===== config.mk =====
export PLATFORM = sky130hd
export DESIGN_NAME = shift_reg_param
export DESIGN_NICKNAME = d
export VERILOG_FILES = /design/src/rtl/shift_reg_param.sv
export SDC_FILE = /design/constraint.sdc
export NUM_CORES = 1
export LEC_CHECK = 0
export CORE_MARGIN = 3
export CORE_UTILIZATION = 40
export DETAILED_ROUTE_END_ITERATION = 8
export PLACE_DENSITY = 0.8
export SYNTH_ARGS = -nofsm -noshare
export SYNTH_HDL_FRONTEND = slang
export SYNTH_SLANG_ARGS = --single-unit

===== constraint.sdc =====
create_clock -name clk -period 1.8 [get_ports clk]
set_input_delay 0.36 -clock clk [delete_from_list [all_inputs] [get_ports clk]]
set_output_delay 0.36 -clock clk [all_outputs]
set_load 0.01 [all_outputs]

===== src/rtl/shift_reg_param.sv =====
// rtl/shift_reg_param.sv - parametrised PISO/SIPO shift register with bit counter and done pulse
module shift_reg_param #(
    parameter int WIDTH     = 8,
    parameter bit LSB_FIRST = 1'b0,
    parameter bit ROTATE    = 1'b0
) (
    input  logic                       clk,
    input  logic                       reset,
    input  logic                       carga,
    input  logic [WIDTH-1:0]           cargaData,
    input  logic                       shift,
    input  logic                       sin,
    output logic                       sout,
    output logic [WIDTH-1:0]           dataOut,
    output logic [$clog2(WIDTH+1)-1:0] cuenta,
    output logic                       ocupado,
    output logic                       vacio,
    output logic                       done
);

    localparam int CW = $clog2(WIDTH+1);

    logic [WIDTH-1:0] data_q;
    logic [CW-1:0]    count_q;
    logic             done_q;
    logic             in_bit;

    // In rotate mode the outgoing bit is fed back to the opposite end.
    assign sout   = LSB_FIRST ? data_q[0] : data_q[WIDTH-1];
    assign in_bit = ROTATE ? sout : sin;

    always_ff @(posedge clk or negedge reset) begin
        if (!reset) begin
            data_q  <= '0;
            count_q <= '0;
            done_q  <= 1'b0;
        end else begin
            done_q <= 1'b0;
            if (carga) begin
                data_q  <= cargaData;
                count_q <= CW'(WIDTH);
            end else if (shift && (count_q != '0)) begin
                if (LSB_FIRST)
                    data_q <= {in_bit, data_q[WIDTH-1:1]};
                else
                    data_q <= {data_q[WIDTH-2:0], in_bit};
                count_q <= count_q - CW'(1);
                done_q  <= (count_q == CW'(1));
            end
        end
    end

    assign dataOut = data_q;
    assign cuenta  = count_q;
    assign ocupado = (count_q != '0);
    assign vacio   = (count_q == '0);
    assign done    = done_q;

endmodule


==> reports/results.txt, run 1 <==
count of cell instances traversed by the critical path = 2
slew margin rel. = 61.7%
clock tree from TritonCTS = yes
kind of capture point of the worst setup path = output pin
worst-path cell with the longest stage delay = sky130_fd_sc_hd__clkdlybuf4s50_1
CTS Buffer Depth = 2
die width = 47.4 um
# Max-Cap Violations = 0
I/O Buffers = 28
largest driver fanout on the critical path = 5
static leakage power = 0.445 nW
critical register-to-register path endpoint = cuenta[3]
total number of vias = 692
maximum cell stage delay along the critical path = 0.53 ns
Placed Instance Area = 1040 um^2
Via-to-Cell Ratio = 5.45
post-route standard cell area excluding fillers = 1070 um^2
count of unique library cells instantiated by Yosys = 19
Fill cells = 123
count of hold-fix buffers inserted at cts = 0
number of buffers and inverters on the critical path = 2
area added between synthesis and finish = 56.1%
number of global-route vias before repair = 654
maximum number of pins on one net before global-route repair = 21
combined area of all synthesized cells = 687 um^2
total count of hold-check failures in the final report = 0
DRT Wirelength = 1760 um
number of top-level design ports = 29
first-pass GRT wire length = 2820 um
Final #Nets = 128
worst slew pin tran = 0.573 ns
share of the clock period used by the worst path = 94.8%
Fin Clk Skew = 0.00163 ns
list of cells traversed by the critical path = buf_4 > clkdlybuf4s50_1
remaining design rule violation count = 0
final worst path period need = 1.71 ns
antenna violations before repair = 0
Final Power = 812 uW
clock network latency to the later pin of the worst-skew pair = 0.28 ns
Worst R2R Path Depth = 3
die outline height = 47.4 um
Hold WC Path Type = in2async
Worst VDD drop = 0.537 mV
Crit path max-delay family = buffers and inverters
clock sink total = 13
fraction of final layout cells sized beyond drive strength 1 = 19.8%
arrival time of data at the critical path endpoint = 1.35 ns
r2r startpoint = cuenta[2]
antenna fix cells = 0
Critical Path Start = cuenta[2]
number of enable-type register cells in the synthesized netlist = 0
Final setup viols = 0
cell at the root of the clock tree = sky130_fd_sc_hd__clkbuf_4
Clk pin slew, worst setup/hold paths = 0.08 ns
DRT antenna net count = 0
startpoint kind of the worst setup timing path = register
First DRT Iteration DRCs = 10
starting utilization of the core area = 44.1%
clock buffer count from CTS = 3
max-slew violation count = 0
Global Route Usage Sum = 18.0%
number of synthesized register bits = 13
synthesized instance count = 73
Die ar. = 2250 um^2
total half-perimeter wirelength after legalization and detailed placement = 1270 um
main flop type after synthesis = sky130_fd_sc_hd__dfrtp_1
highest attainable clock frequency = 586 MHz
commonest non-fill, non-tap cell in the layout = sky130_fd_sc_hd__clkdlybuf4s50_1
proportion of synthesized flip-flops having asynchronous set or reset = 100%
drt wl/cell = 13.9 um
Overflow after GRT = 0
synth warn = 0
Mapped Nets = 89
critical path start-end classification = reg2out
routability congestion estimate = 0.712
reg2reg setup slack = 0.29 ns
commonest cells after routing, fill and taps aside = sky130_fd_sc_hd__clkdlybuf4s50_1 (26), sky130_fd_sc_hd__dfrtp_1 (13), sky130_fd_sc_hd__buf_4 (12), sky130_fd_sc_hd__a21oi_1 (11), sky130_fd_sc_hd__o21ai_1 (9)
Cell Rows = 14
core area = 1560 um^2
sequential cell area fraction in the yosys report = 47.4%
Data required, critical path = 1.44 ns
CTS H-Tree Depth = 1
worst setup path end = cuenta[2]
run status = completed
average instance area after synthesis = 9.41 um^2
power density relative to cell area = 757 nW/um^2
drt pass-1 iters = 4
## power breakdown
group	internal (mW)	switching, mW	total (mW)
Clock	0.0860	0.0942	0.180
Sequential	0.323	0.0253	0.348
Combinational	0.161	0.122	0.283
## final cells by class
type                            instances  area (um^2)  area share [%]
Inverter                                4         15.0            1.40
Sequential cell                        13          325            30.3
Timing Repair Buffer                   40          360            33.6
Tap cell                               16         20.0            1.87
Clock buffer                            4         26.3            2.45
Multi-Input combinational cell         50          325            30.3
## synthesized netlist by cell type, types with 2 or more instances
| cell | instances | area [um^2] |
|---|---|---|
| sky130_fd_sc_hd__ha_1 | 3 | 37.5 |
| sky130_fd_sc_hd__buf_2 | 3 | 15.0 |
| sky130_fd_sc_hd__a31oi_1 | 8 | 50.1 |
| sky130_fd_sc_hd__nor3_1 | 2 | 10.0 |
| sky130_fd_sc_hd__nand2_1 | 2 | 7.51 |
| sky130_fd_sc_hd__dfrtp_1 | 13 | 325 |
| sky130_fd_sc_hd__inv_1 | 2 | 7.51 |
| sky130_fd_sc_hd__a21oi_1 | 11 | 55.1 |
| sky130_fd_sc_hd__inv_2 | 2 | 7.51 |
| sky130_fd_sc_hd__nor2b_1 | 8 | 50.1 |
| sky130_fd_sc_hd__or4b_1 | 2 | 20.0 |
| sky130_fd_sc_hd__o21ai_1 | 9 | 45.0 |
| sky130_fd_sc_hd__clkbuf_1 | 2 | 7.51 |
## timing repair
action	in CTS	in global routing
setup endpoints to repair	2	2
cloned	0	0
resized for setup	6	3
buffers inserted	0	1
## sequential cells by signal (all words and copies together), names as in the netlist
name / count
dataOut: 8
cuenta: 4
done: 1
## worst register-to-register path: stages, from the launching register on
cell	delay [ns]
sky130_fd_sc_hd__dfrtp_1	0.41
sky130_fd_sc_hd__buf_4	0.16
sky130_fd_sc_hd__or4b_1	0.52
sky130_fd_sc_hd__a211o_1	0.30
## metal layers
layer / vias to the layer above / part of all wire, % / track usage (%)
li1: 338 / - / -
met1: 331 / 43 / 21.1
met2: 21 / 51 / 30.5
met3: 2 / 5.5 / 6.77
met4: 0 / 0.85 / 5.52
met5: - / 0 / 0
## worst min path at each step
stage / end / slack [ns] / depth (start not counted)
5_1_grt: cuenta[3] / 0.47 / 1
2_1_floorplan: cuenta[0] / 0.06 / 0
6_report: dataOut[7] / 0.45 / 1
3_5_place_dp: done / 0.53 / 1
3_3_place_gp: done / 0.53 / 1
4_1_cts: done / 0.46 / 1
## stage by stage
stage	util [%]	TNS, ns	hold slack (ns)	setup WS (ns)	cells
3_5_place_dp	66.7	-0.0173	0.530	-0.0173	122
5_1_grt	68.8	-0.00000977	0.473	-0.00000977	127
6_report	68.8	0	0.446	0.0930	127
2_1_floorplan	-	0	0.0644	0.290	73
3_3_place_gp	66.7	0	0.532	0.0230	122
4_1_cts	68.8	0	0.458	0.00145	126
## kinds of logic (layout without fill, tap and decap cells)
family / after synthesis / count (layout) / synth area share, %
AOI/OAI and AO/OA: 30 / 30 / 24.4
DFF: 13 / 13 / 47.4
adders and majority gates: 3 / 3 / 5.47
and+or+nand+nor: 17 / 17 / 16.2
buffers and inverters: 10 / 48 / 6.56
Power figures use the tool's default switching activity.
==> run 2, diff against run 1 <==
CAP_MARGIN = 20   (was not set)
==> results of run 2 <==
Final layout, timing and power as in run 1 (identical DEF).
